[config.mk]
export PLATFORM = sky130hd
export DESIGN_NAME = pipe_control_unit
export DESIGN_NICKNAME = d
export VERILOG_FILES = /design/src/rtl/pipe_control_unit.sv
export SDC_FILE = /design/constraint.sdc
export NUM_CORES = 1
export LEC_CHECK = 0
export CELL_PAD_IN_SITES_DETAIL_PLACEMENT = 2
export CELL_PAD_IN_SITES_GLOBAL_PLACEMENT = 2
export CORE_MARGIN = 3
export CORE_UTILIZATION = 27
export CTS_BUF_LIST = sky130_fd_sc_hd__clkbuf_8
export CTS_CLUSTER_DIAMETER = 60
export DETAILED_ROUTE_END_ITERATION = 8
export GPL_TIMING_DRIVEN = 0
export HOLD_SLACK_MARGIN = 0.02
export PLACE_DENSITY_LB_ADDON = 0.1
export SETUP_SLACK_MARGIN = 0.1
export SYNTH_ARGS = -nofsm -noshare
export SYNTH_HDL_FRONTEND = slang
export SYNTH_SLANG_ARGS = --single-unit
[constraint.sdc]
create_clock -name clk -period 1.95 [get_ports clk]
set_input_delay 0.195 -clock clk [delete_from_list [all_inputs] [get_ports clk]]
set_output_delay 0.195 -clock clk [all_outputs]
set_load 0.05 [all_outputs]
[src/rtl/pipe_control_unit.sv]
// Pipeline control for a 5-stage MIPS-style core: decodes the ID instruction, detects
// load-use hazards, and carries control bits through the EX, MEM and WB stage registers.
module pipe_control_unit #(
    parameter int ALU_SEL_W = 4,
    parameter int REG_W     = 5,
    parameter int CNT_W     = 16
) (
    input  logic                 clk,
    input  logic                 rst_n,
    input  logic [5:0]           i_op,
    input  logic [5:0]           i_func,
    input  logic [REG_W-1:0]     i_rs,
    input  logic [REG_W-1:0]     i_rt,
    input  logic [REG_W-1:0]     i_rd,
    input  logic                 i_id_valid,
    input  logic                 i_stall_ext,
    input  logic                 i_flush,
    output logic                 o_hazard_stall,
    output logic                 o_illegal,
    output logic                 o_ex_valid,
    output logic                 o_ex_rfwe,
    output logic                 o_ex_mtorf,
    output logic [REG_W-1:0]     o_ex_dst,
    output logic [ALU_SEL_W-1:0] o_ex_alu_sel,
    output logic                 o_ex_alu_in_sel,
    output logic                 o_ex_branch,
    output logic                 o_ex_jump,
    output logic                 o_mem_valid,
    output logic                 o_mem_rfwe,
    output logic                 o_mem_mtorf,
    output logic [REG_W-1:0]     o_mem_dst,
    output logic                 o_mem_dmwe,
    output logic                 o_wb_valid,
    output logic                 o_wb_rfwe,
    output logic                 o_wb_mtorf,
    output logic [REG_W-1:0]     o_wb_dst,
    output logic [CNT_W-1:0]     o_stall_cnt
);

    localparam logic [5:0] OP_RTYPE = 6'b000000;
    localparam logic [5:0] OP_LW    = 6'b100011;
    localparam logic [5:0] OP_SW    = 6'b101011;
    localparam logic [5:0] OP_BEQ   = 6'b000100;
    localparam logic [5:0] OP_ADDI  = 6'b001000;
    localparam logic [5:0] OP_J     = 6'b000010;

    localparam logic [5:0] F_NOP  = 6'b000000;
    localparam logic [5:0] F_ADD  = 6'b100000;
    localparam logic [5:0] F_SUB  = 6'b100010;
    localparam logic [5:0] F_AND  = 6'b100100;
    localparam logic [5:0] F_OR   = 6'b100101;
    localparam logic [5:0] F_SLT  = 6'b101010;
    localparam logic [5:0] F_SLLV = 6'b000100;

    localparam logic [ALU_SEL_W-1:0] SEL_AND  = ALU_SEL_W'(0);
    localparam logic [ALU_SEL_W-1:0] SEL_OR   = ALU_SEL_W'(1);
    localparam logic [ALU_SEL_W-1:0] SEL_ADD  = ALU_SEL_W'(2);
    localparam logic [ALU_SEL_W-1:0] SEL_SUB  = ALU_SEL_W'(3);
    localparam logic [ALU_SEL_W-1:0] SEL_SLLV = ALU_SEL_W'(9);
    localparam logic [ALU_SEL_W-1:0] SEL_SLT  = ALU_SEL_W'(10);

    typedef struct packed {
        logic                 valid;
        logic                 rfwe;
        logic                 mtorf;
        logic [REG_W-1:0]     dst;
        logic [ALU_SEL_W-1:0] alu_sel;
        logic                 alu_in_sel;
        logic                 branch;
        logic                 jump;
        logic                 dmwe;
    } ctrl_t;

    ctrl_t            w_dec;
    logic             w_dec_illegal;
    logic             w_uses_rt;
    logic             w_hazard;
    ctrl_t            r_ex;
    logic             r_mem_valid;
    logic             r_mem_rfwe;
    logic             r_mem_mtorf;
    logic [REG_W-1:0] r_mem_dst;
    logic             r_mem_dmwe;
    logic             r_wb_valid;
    logic             r_wb_rfwe;
    logic             r_wb_mtorf;
    logic [REG_W-1:0] r_wb_dst;
    logic [CNT_W-1:0] r_stall_cnt;

    always_comb begin
        w_dec         = '0;
        w_dec_illegal = 1'b0;
        case (i_op)
            OP_RTYPE: begin
                w_dec.valid = 1'b1;
                case (i_func)
                    F_ADD:   w_dec.alu_sel = SEL_ADD;
                    F_SUB:   w_dec.alu_sel = SEL_SUB;
                    F_AND:   w_dec.alu_sel = SEL_AND;
                    F_OR:    w_dec.alu_sel = SEL_OR;
                    F_SLT:   w_dec.alu_sel = SEL_SLT;
                    F_SLLV:  w_dec.alu_sel = SEL_SLLV;
                    F_NOP:   w_dec.alu_sel = SEL_AND;
                    default: w_dec_illegal = 1'b1;
                endcase
                if (i_func != F_NOP) begin
                    w_dec.rfwe = 1'b1;
                    w_dec.dst  = i_rd;
                end
            end
            OP_LW: begin
                w_dec.valid      = 1'b1;
                w_dec.rfwe       = 1'b1;
                w_dec.mtorf      = 1'b1;
                w_dec.dst        = i_rt;
                w_dec.alu_in_sel = 1'b1;
                w_dec.alu_sel    = SEL_ADD;
            end
            OP_SW: begin
                w_dec.valid      = 1'b1;
                w_dec.dmwe       = 1'b1;
                w_dec.alu_in_sel = 1'b1;
                w_dec.alu_sel    = SEL_ADD;
            end
            OP_BEQ: begin
                w_dec.valid   = 1'b1;
                w_dec.branch  = 1'b1;
                w_dec.alu_sel = SEL_SUB;
            end
            OP_ADDI: begin
                w_dec.valid      = 1'b1;
                w_dec.rfwe       = 1'b1;
                w_dec.dst        = i_rt;
                w_dec.alu_in_sel = 1'b1;
                w_dec.alu_sel    = SEL_ADD;
            end
            OP_J: begin
                w_dec.valid = 1'b1;
                w_dec.jump  = 1'b1;
            end
            default: w_dec_illegal = 1'b1;
        endcase
        // Register 0 is hardwired; a write to it must never be signalled.
        if (w_dec.dst == '0) w_dec.rfwe = 1'b0;
        if (w_dec_illegal || !i_id_valid) w_dec = '0;
    end

    assign w_uses_rt = (i_op == OP_RTYPE) || (i_op == OP_SW) || (i_op == OP_BEQ);

    // Load-use: the loaded value is not available until MEM, so hold ID one cycle.
    assign w_hazard = !i_stall_ext && i_id_valid && r_ex.valid && r_ex.mtorf &&
                      (r_ex.dst != '0) &&
                      ((r_ex.dst == i_rs) || ((r_ex.dst == i_rt) && w_uses_rt));

    always_ff @(posedge clk or negedge rst_n) begin
        if (!rst_n) begin
            r_ex        <= '0;
            r_mem_valid <= 1'b0;
            r_mem_rfwe  <= 1'b0;
            r_mem_mtorf <= 1'b0;
            r_mem_dst   <= '0;
            r_mem_dmwe  <= 1'b0;
            r_wb_valid  <= 1'b0;
            r_wb_rfwe   <= 1'b0;
            r_wb_mtorf  <= 1'b0;
            r_wb_dst    <= '0;
            r_stall_cnt <= '0;
        end else if (!i_stall_ext) begin
            r_ex        <= (i_flush || w_hazard) ? '0 : w_dec;
            r_mem_valid <= r_ex.valid;
            r_mem_rfwe  <= r_ex.rfwe;
            r_mem_mtorf <= r_ex.mtorf;
            r_mem_dst   <= r_ex.dst;
            r_mem_dmwe  <= r_ex.dmwe;
            r_wb_valid  <= r_mem_valid;
            r_wb_rfwe   <= r_mem_rfwe;
            r_wb_mtorf  <= r_mem_mtorf;
            r_wb_dst    <= r_mem_dst;
            if (w_hazard && (r_stall_cnt != {CNT_W{1'b1}}))
                r_stall_cnt <= r_stall_cnt + CNT_W'(1);
        end
    end

    assign o_hazard_stall  = w_hazard;
    assign o_illegal       = i_id_valid && w_dec_illegal && !i_stall_ext;
    assign o_ex_valid      = r_ex.valid;
    assign o_ex_rfwe       = r_ex.rfwe;
    assign o_ex_mtorf      = r_ex.mtorf;
    assign o_ex_dst        = r_ex.dst;
    assign o_ex_alu_sel    = r_ex.alu_sel;
    assign o_ex_alu_in_sel = r_ex.alu_in_sel;
    assign o_ex_branch     = r_ex.branch;
    assign o_ex_jump       = r_ex.jump;
    assign o_mem_valid     = r_mem_valid;
    assign o_mem_rfwe      = r_mem_rfwe;
    assign o_mem_mtorf     = r_mem_mtorf;
    assign o_mem_dst       = r_mem_dst;
    assign o_mem_dmwe      = r_mem_dmwe;
    assign o_wb_valid      = r_wb_valid;
    assign o_wb_rfwe       = r_wb_rfwe;
    assign o_wb_mtorf      = r_wb_mtorf;
    assign o_wb_dst        = r_wb_dst;
    assign o_stall_cnt     = r_stall_cnt;

endmodule
* After elaboration in Yosys (flattened, before gate mapping)
Cells that the tools add are included.
** Operators by class
- $add $sub $neg :: 1
- Equality and inequality tests :: 14
- Muxes and demuxes :: 17
- Bitwise operators :: 1
- Reductions and logical operators :: 27
** Operators with widths (number)
- $eq 6x6->1 const B :: 7
- $mux 16 :: 2
- $pmux 4 s5 :: 1
- $add 16x1->16 const B :: 1
- $ne 16x16->1 const B :: 1
- $eq 6x3->1 const B :: 2
- $logic_not 6->1 :: 2
- $pmux 4 s3 :: 1
- $eq 5x5->1 :: 2
- $pmux 5 s2 :: 1
- $logic_and 1x1->1 :: 9
- $mux 1 :: 9
- $reduce_or 7->1 :: 1
- $eq 6x2->1 const B :: 1
- $eq 6x4->1 const B :: 1
- $reduce_bool 6->1 :: 1
- $reduce_or 6->1 :: 1
- $logic_not 5->1 :: 1
- $logic_or 1x1->1 :: 5
- $mux 5 :: 1
- $reduce_bool 5->1 :: 1
- $reduce_or 5->1 :: 1
- $pmux 1 s2 :: 2
- $reduce_or 3->1 :: 1
- 4 further kinds :: 5
** Storage, ports and cells
- Register bits after elaboration :: 49
- Input bits :: 32
- Output and inout port bits :: 50
- Logic and storage cells :: 79

* Depth between registers and ports, before layout
Gate-level depths: netlist (run 1).
- Word-level depth :: 8
- Mapped depth :: 8

* Least setup slack after synthesis (run 1)
No wires, ideal clock.
- Kind :: register -> register
- Start point :: register r_ex (netlist bit o_ex_dst[2])
- End point :: register r_ex (netlist bit o_ex_dst[0])
- Arrival :: 2.324 ns
- Required time :: 1.829 ns
- Setup slack :: -0.495 ns
- Stages on the path, launching flop included :: 8
- Period minus slack after synthesis :: 2.445 ns
- Path through :: dfrtp_1 xnor2_1 nand4_1 or4b_4 a21oi_2 nor4b_2 buf_2 a22o_1
** On the way
- Longest elaborated chain between the ends :: 6
** Ends and longest elaborated chain
- from (decl) :: RTL line 78 : ctrl_t r_ex;
- from (signal assigned) :: RTL line 169 : r_ex <= (i_flush || w_hazard) ? '0 : w_dec;
- $eq 5x5->1 :: RTL line 153 : ((r_ex.dst == i_rs) || ((r_ex.dst == i_rt) && w_uses_rt));
- $logic_and 1x1->1 :: RTL line 153
- $logic_or 1x1->1 :: RTL line 153
- $logic_and 1x1->1 (*) :: RTL line 152 : (r_ex.dst != '0) &&
- named net o_hazard_stall :: RTL line 18 : output logic o_hazard_stall,
- $logic_or 1x1->1 (*) :: RTL line 169
- $mux 16 (*) :: RTL line 169
Mark *: on every way through the listed nets, which the timed path passes. The rest lies on a longest branch.
A chain may end at the register's enable or synchronous reset.

* Final worst setup path (run 1)
- Start point :: register r_ex (netlist bit o_ex_dst[0])
- End point :: register r_stall_cnt[1] (netlist: o_stall_cnt[1])
** On the way
- Longest elaborated chain between the ends :: 6
** Ends and longest elaborated chain
- $eq 5x5->1 :: RTL line 153
- $logic_and 1x1->1 :: RTL line 153
- $logic_or 1x1->1 :: RTL line 153
- $logic_and 1x1->1 (*) :: RTL line 152
- $logic_and 1x1->1 (*) :: RTL line 179 : if (w_hazard && (r_stall_cnt != {CNT_W{1'b1}}))
- $reduce_and 2->1 (no line) (*)
- to (signal assigned) :: RTL line 180 : r_stall_cnt <= r_stall_cnt + CNT_W'(1);
- to (decl) :: RTL line 88 : logic [CNT_W-1:0] r_stall_cnt;
Every way passes the cells marked *; elsewhere a longest branch is shown, timed or not.

==> results.py, run 1 <==
metrics = {
    "outcome": {
        "status": "finished, violations left",
        "failed_checks": "negative setup slack",
    },
    "yosys": {
        "synth_compound_gate_area_share_pct": 12.6,
        "synth_seq_area_share_pct": 48.0,
        "synthSimpleGateAreaFrac_pct": 16.4,
        "synthTopCellsByArea": "dfrtp_1 48%, mux2_2 8.1%, xnor2_1 7.4%, a22o_1 5.6%, buf_4 2.7%",
        "post_synth_mux_area_share_pct": 8.10,
        "syn-mean-instance-area_um2": 11.3,
        "synth_top_family_by_area": "simple AND/OR/NAND/NOR gates",
        "synth.largest_area_cell": "dfrtp_1",
        "xor_xnor_share_of_the_synthesized_area_pct": 9.10,
        "syn-num-nets": 255,
        "synthCells": 222,
        "synth.yosys.warnings": 0,
        "yosysUniqueCellTypes": 46,
        "ys_dominant_reg_cell": "dfrtp_1",
        "ys_ff_latch": 48,
        "postSynth.asyncResetShare_pct": 100,
        "synthAdderAreaFrac_pct": 0.500,
        "synth_top_cell_area_share_pct": 48.0,
        "synth-edff-count": 0,
        "synth_area_um2": 2500,
    },
    "power": {
        "powerDensity_nw_per_um2": 486,
        "p_sw_w": 0.000496,
        "relative_contribution_of_sequential_cells_to_total_power_pct": 54.1,
        "p_leak_nw": 1.71,
        "intPower_w": 0.00135,
        "power.switching_fraction_pct": 26.9,
        "pwr-share-comb_pct": 11.9,
        "worst_ir_drop_vdd_mv": 0.271,
        "pwr-share-clk_pct": 34.0,
    },
    "worst_setup_path": {
        "worstPathRequired_ns": 2.15,
        "r2r_setup_slack_ns": -0.31,
        "timing.reg2reg.worst_path_depth": 6,
        "worst-endpoint-arrival_ns": 2.45,
        "worst_setup_ep_type": "register",
        "timing.setup.critical_path_class": "register to register",
        "critical_path_peak_fanout": 3,
        "setup.worst_path.start_class": "register",
        "r2r-end": "o_stall_cnt[1]$_DFFE_PN0P_",
        "timing.rr.start": "o_ex_dst[0]$_DFFE_PN0N_",
    },
    "drt": {
        "route.detailed.vias_per_inst": 4.95,
        "detailedRoute.firstIterationViolations": 59,
        "drt.antenna.violating_nets": 0,
        "wl_um": 7850,
        "via_count": 2139,
        "route.detailed.wl_per_inst_um": 18.2,
        "drt_pass1_iterations": 4,
        "residual_drc_count": 0,
    },
    "global_routing": {
        "grt_first_pass_wirelength_um": 12400,
        "number_of_antenna_violations_at_the_first_check_in_global_routing": 0,
        "grt_max_degree": 36,
        "grt_pass1_vias": 2287,
        "grt_util_all_layers_pct": 15.2,
        "grt-ovfl-total": 0,
    },
    "floorplanning": {
        "die_area_um2": 10500,
        "chipHeight_um": 102,
        "initial_standard_cell_utilization_of_the_core_pct": 28.3,
        "num_rows": 34,
        "die_w_um": 102,
        "floorplan.io_pins": 82,
        "core_area_um2": 8850,
    },
    "clocking": {
        "clock_latency_ns": 0.31,
        "path_clk_slew_ns": 0.10,
        "clkSinkCount": 48,
        "cts_made_buffers": 5,
        "clock_tree_from_tritoncts": "yes",
        "clk_buf_depth": 2,
        "cts-htree-levels": 2,
        "root_buffer": "clkbuf_8",
    },
    "placement": {
        "io_buffer_count": 77,
        "dp_hpwl_um": 5820,
        "place_ws_ns": -1.13,
        "global_placer_s_final_weighted_congestion": 0.751,
    },
    "hold_path": {
        "cell_count_of_the_worst_hold_path": 2,
        "worstHoldEndpoint": "o_ex_branch$_DFFE_PN0N_",
        "worstHoldStart": "i_op[2]",
        "hp-class": "input port to register",
    },
    "sta": {
        "timing.final.max_slew_violations": 0,
        "min_period_over_period_pct": 116,
        "max_freq_ghz": 0.443,
        "worstMarginPinSlew_ns": 0.714,
        "hold_violations": 0,
        "worst_setup_margin_ns": -0.307,
        "rsz0062_at_grt": "true",
        "finalCriticalPeriod_ns": 2.26,
        "maxSlewHeadroom_pct": 52.0,
        "setup_viol": 30,
        "worst_case_clock_skew_ns": 0.00962,
    },
    "layout": {
        "layout.cells.most_common": "clkdlybuf4s50_1",
        "area_growth_syn_to_layout_pct": 51.9,
        "layout.core_utilization_pct": 42.9,
        "layout.cells.most_common_list": "57 x clkdlybuf4s50_1, 35 x dfrtp_1, 21 x buf_4, 17 x xnor2_1, 17 x mux2_2",
        "nNetsFinal": 356,
        "final_layout_size_suffix_gt1_share_pct": 29.3,
        "antenna-diode-count": 0,
    },
    "job": {
        "maxCapViolations": 0,
    },
}
-- per-stage QoR --
stage	setup TNS (ns)	std cells	total power (W)	hold WS [ns]	instance area, um^2
3_5_place_dp	-21.73	408	0.00123	0.132	3470
6_report	-7.11	432	0.00184	0.210	3800
3_3_place_gp	-62.15	407	0.00123	0.468	3460
5_1_grt	-9.05	432	0.00193	0.204	3800
2_1_floorplan	-4.61	222	0.00110	-0.101	2550
4_1_cts	-5.80	429	0.00187	0.195	3690
-- final cells by class --
| type | count | area, um^2 |
|---|---|---|
| Sequential cell | 48 | 1220 |
| Multi-Input combinational cell | 155 | 1310 |
| Clock inverter | 3 | 23.8 |
| Tap cell | 108 | 135 |
| Fill cell | 940 | 5050 |
| Timing Repair Buffer | 94 | 912 |
| Inverter | 2 | 7.51 |
| Clock buffer | 5 | 68.8 |
| Buffer | 17 | 128 |
-- Yosys cell counts, drive strengths merged, types with 5 or more instances --
cell type,instances
buf,13
xnor2,21
nand3,6
nor3,8
nor2,13
nand2,12
mux2,18
a22o,16
dfrtp,48
nand4,9
a21oi,5
xor2,5
-- registers in the layout, summed over array words and instances, names as in the netlist, 3 cells and up --
name / flops
o_stall_cnt: 16
o_ex_dst: 5
o_ex_alu_sel: 3
o_wb_dst: 5
o_mem_dst: 5
-- worst max path at each step --
stage | from | to | slack [ns]
3_3_place_gp | i_op[1] | o_hazard_stall | -1.08
4_1_cts | o_ex_dst[4]$_DFFE_PN0N_ | o_hazard_stall | -0.26
2_1_floorplan | o_ex_dst[2]$_DFFE_PN0N_ | o_ex_dst[0]$_DFFE_PN0N_ | -0.27
5_1_grt | o_ex_dst[4]$_DFFE_PN0N_ | o_stall_cnt[12]$_DFFE_PN0P_ | -0.36
3_5_place_dp | i_op[1] | o_hazard_stall | -1.13
6_report | o_ex_dst[0]$_DFFE_PN0N_ | o_stall_cnt[1]$_DFFE_PN0P_ | -0.31
-- routing by layer --
layer / share of wire (%) / global-route usage, %
met5: 0 / 0
met4: 1.1 / 3.63
met3: 3.2 / 2.66
met2: 50 / 26.0
met1: 46 / 20.1
-- repair_timing --
item                                    4_1_cts  5_1_grt
hold buffers                                  1        0
pin swaps                                     7       17
endpoints found under the setup margin       38       35
endpoints found under the hold margin        13        0
cloned                                        0        1
resized for setup                            38       22
setup buffers                                12        2
-- kinds of logic after synthesis --
logic type,count (synthesis)
buffers and inverters,19
XOR/XNOR,26
AND/OR/NAND/NOR,71
flip-flops,48
multiplexers,18
other,1
adder cells (fa/ha/maj),1
AO/OA/AOI/OAI,38
-- worst max-delay path: stages (launching register included) --
cell and delay [ns]:
dfrtp_2 0.43, xnor2_1 0.15, nand4_1 0.18, or4b_4 0.60, a211oi_4 0.34, buf_6 0.16, mux2_4 0.28
-- power by group through the flow --
stage / sequential (W) / combinational [W] / clock, W
4_1_cts: 0.000999 / 0.000219 / 0.000652
5_1_grt: 0.000999 / 0.000239 / 0.000694
3_3_place_gp: 0.00102 / 0.000209 / 0
2_1_floorplan: 0.00103 / 0.0000790 / 0
3_5_place_dp: 0.00102 / 0.000216 / 0
6_report: 0.000998 / 0.000220 / 0.000627
Note: power is estimated with default switching activity, not from simulation.
==> run 2: changes to the inputs <==
--- a/config.mk
+++ b/config.mk
@@ -5,6 +5,7 @@
 export SDC_FILE = /design/constraint.sdc
 export NUM_CORES = 1
 export LEC_CHECK = 0
+export CAP_MARGIN = 20
 export CELL_PAD_IN_SITES_DETAIL_PLACEMENT = 2
 export CELL_PAD_IN_SITES_GLOBAL_PLACEMENT = 2
 export CORE_MARGIN = 3
==> results.py, run 2 (synthesized netlist as in run 1, its figures left out) <==
metrics = {
    "layout": {
        "largest_reg_flops": 16,
        "nNetsFinal": 356,
        "layout.cells.most_common": "clkdlybuf4s50_1",
        "final_layout_size_suffix_gt1_share_pct": 29.3,
        "antenna-diode-count": 0,
        "layout.cells.most_common_list": "57 x clkdlybuf4s50_1, 35 x dfrtp_1, 21 x buf_4, 17 x xnor2_1, 17 x mux2_2",
        "area_growth_syn_to_layout_pct": 51.9,
        "stdcell_count": 432,
    },
    "global_routing": {
        "grt_util_all_layers_pct": 15.2,
        "grt_max_degree": 36,
        "number_of_antenna_violations_at_the_first_check_in_global_routing": 0,
        "grt_first_pass_wirelength_um": 12400,
        "grt-ovfl-total": 0,
        "grt_pass1_vias": 2287,
    },
    "sta": {
        "worstMarginPinSlew_ns": 0.714,
        "setup_viol": 30,
        "timing.final.max_slew_violations": 0,
        "worst_setup_margin_ns": -0.307,
        "min_period_over_period_pct": 116,
        "final.hold.worst_slack_ns": 0.210,
        "hold_violations": 0,
        "max_freq_ghz": 0.443,
        "maxSlewHeadroom_pct": 52.0,
        "rsz0062_at_grt": "true",
        "worst_case_clock_skew_ns": 0.00962,
        "finalCriticalPeriod_ns": 2.26,
    },
    "hold_path": {
        "hp-class": "input port to register",
    },
    "worst_setup_path": {
        "cpLargestDelayFamily": "simple AND/OR/NAND/NOR gates",
        "setup.worst_path.start_class": "register",
        "timing.setup.critical_path_class": "register to register",
        "critical_path_peak_fanout": 3,
        "critical_path.n_buffers_inverters": 1,
        "max_stage_delay_ns": 0.60,
        "worst-endpoint-arrival_ns": 2.45,
        "worstPathRequired_ns": 2.15,
        "timing.critical_path.cells": "xnor2_1, nand4_1, or4b_4, a211oi_4, buf_6, mux2_4",
        "worst_setup_ep_type": "register",
        "crit_path_top_delay_cell": "or4b_4",
    },
    "placement": {
        "place.detailed.instances": 408,
        "io_buffer_count": 77,
        "dp_hpwl_um": 5820,
        "global_placer_s_final_weighted_congestion": 0.751,
    },
    "drt": {
        "route.detailed.wl_per_inst_um": 18.2,
        "route.detailed.vias_per_inst": 4.95,
        "via_count": 2139,
        "drt.antenna.violating_nets": 0,
        "drt_pass1_iterations": 4,
        "residual_drc_count": 0,
        "detailedRoute.firstIterationViolations": 59,
        "wl_um": 7850,
    },
    "floorplanning": {
        "num_rows": 34,
        "floorplan.io_pins": 82,
        "chipHeight_um": 102,
        "die_w_um": 102,
        "initial_standard_cell_utilization_of_the_core_pct": 28.3,
        "core_area_um2": 8850,
        "die_area_um2": 10500,
    },
    "clocking": {
        "cts-htree-levels": 2,
        "cts_made_buffers": 5,
        "clock_tree_from_tritoncts": "yes",
        "clock_latency_ns": 0.31,
        "clkSinkCount": 48,
        "root_buffer": "clkbuf_8",
        "clk_buf_depth": 2,
        "path_clk_slew_ns": 0.10,
    },
    "power": {
        "p_sw_w": 0.000496,
        "post-layout-total-power_w": 0.00184,
        "powerDensity_nw_per_um2": 486,
        "power.switching_fraction_pct": 26.9,
        "relative_contribution_of_sequential_cells_to_total_power_pct": 54.1,
        "p_leak_nw": 1.71,
        "pwr-share-comb_pct": 11.9,
        "pwr-share-clk_pct": 34.0,
        "intPower_w": 0.00135,
        "worst_ir_drop_vdd_mv": 0.271,
    },
    "outcome": {
        "failed_checks": "negative setup slack",
        "status": "finished, violations left",
    },
    "job": {
        "maxCapViolations": 0,
    },
}
run 2: cell counts in the layout (fill, tap and decap cells not counted):
Identical to the previous run, type by type.
run 2: path summary, 6_finish.rpt:
kind	from	to	slack (ns)	cells past startpoint
setup reg to reg	o_ex_dst[0]$_DFFE_PN0N_	o_stall_cnt[1]$_DFFE_PN0P_	-0.31	6
min in group asynchronous	rst_n	o_wb_rfwe$_DFFE_PN0N_	0.32	2
hold / removal	i_op[2]	o_ex_branch$_DFFE_PN0N_	0.21	2
max in group asynchronous	rst_n	o_stall_cnt[8]$_DFFE_PN0P_	1.08	3
hold reg to reg	o_stall_cnt[8]$_DFFE_PN0P_	o_stall_cnt[8]$_DFFE_PN0P_	0.48	1
setup / recovery	o_ex_dst[0]$_DFFE_PN0N_	o_stall_cnt[1]$_DFFE_PN0P_	-0.31	6
run 2: worst register-to-register path, cell delays in order (launching register included):
cell and delay, ns:
dfrtp_2 0.43, xnor2_1 0.15, nand4_1 0.18, or4b_4 0.60, a211oi_4 0.34, buf_6 0.16
mux2_4 0.28
run 2: stage by stage:
| stage | worst slack [ns] | setup TNS (ns) | util, % | cell area (um^2) |
|---|---|---|---|---|
| after floorplan | -0.265 | -4.61 | - | 2550 |
| after global placement | -1.08 | -62.15 | 39.1 | 3460 |
| after CTS | -0.259 | -5.80 | 41.7 | 3690 |
| final | -0.307 | -7.11 | 42.9 | 3800 |
| after global routing | -0.365 | -9.05 | 42.9 | 3800 |
| after detailed placement | -1.13 | -21.73 | 39.2 | 3470 |
run 2: power groups by stage:
stage               Sequential [W]  Clock [W]  Combinational, W
finish                    0.000998   0.000627          0.000220
global route              0.000999   0.000694          0.000239
CTS                       0.000999   0.000652          0.000219
detailed placement         0.00102          0          0.000216
global placement           0.00102          0          0.000209
floorplan                  0.00103          0         0.0000790
run 2: metal layers:
metal	vias up	share of wire, %	track usage, %
met2	50	50	26.0
li1	1011	-	-
met1	1071	46	20.1
met5	-	0	0
met4	0	1.1	3.63
met3	7	3.2	2.66
run 2: final cells by class:
type,instances,area [um^2]
clock buffer,5,68.8
tap,108,135
clock inverter,3,23.8
timing repair buffer,94,912
inverter,2,7.51
fill,940,5050
buffer,17,128
sequential,48,1220
multi-input combinational,155,1310
run 2: repair_timing:
action                                  4_1_cts  5_1_grt
gates resized for setup                      38       22
hold endpoints to repair                     13        0
pin swaps                                     7       17
buffers inserted                             12        2
hold buffers                                  1        0
endpoints found under the setup margin       38       35
gates cloned                                  0        1
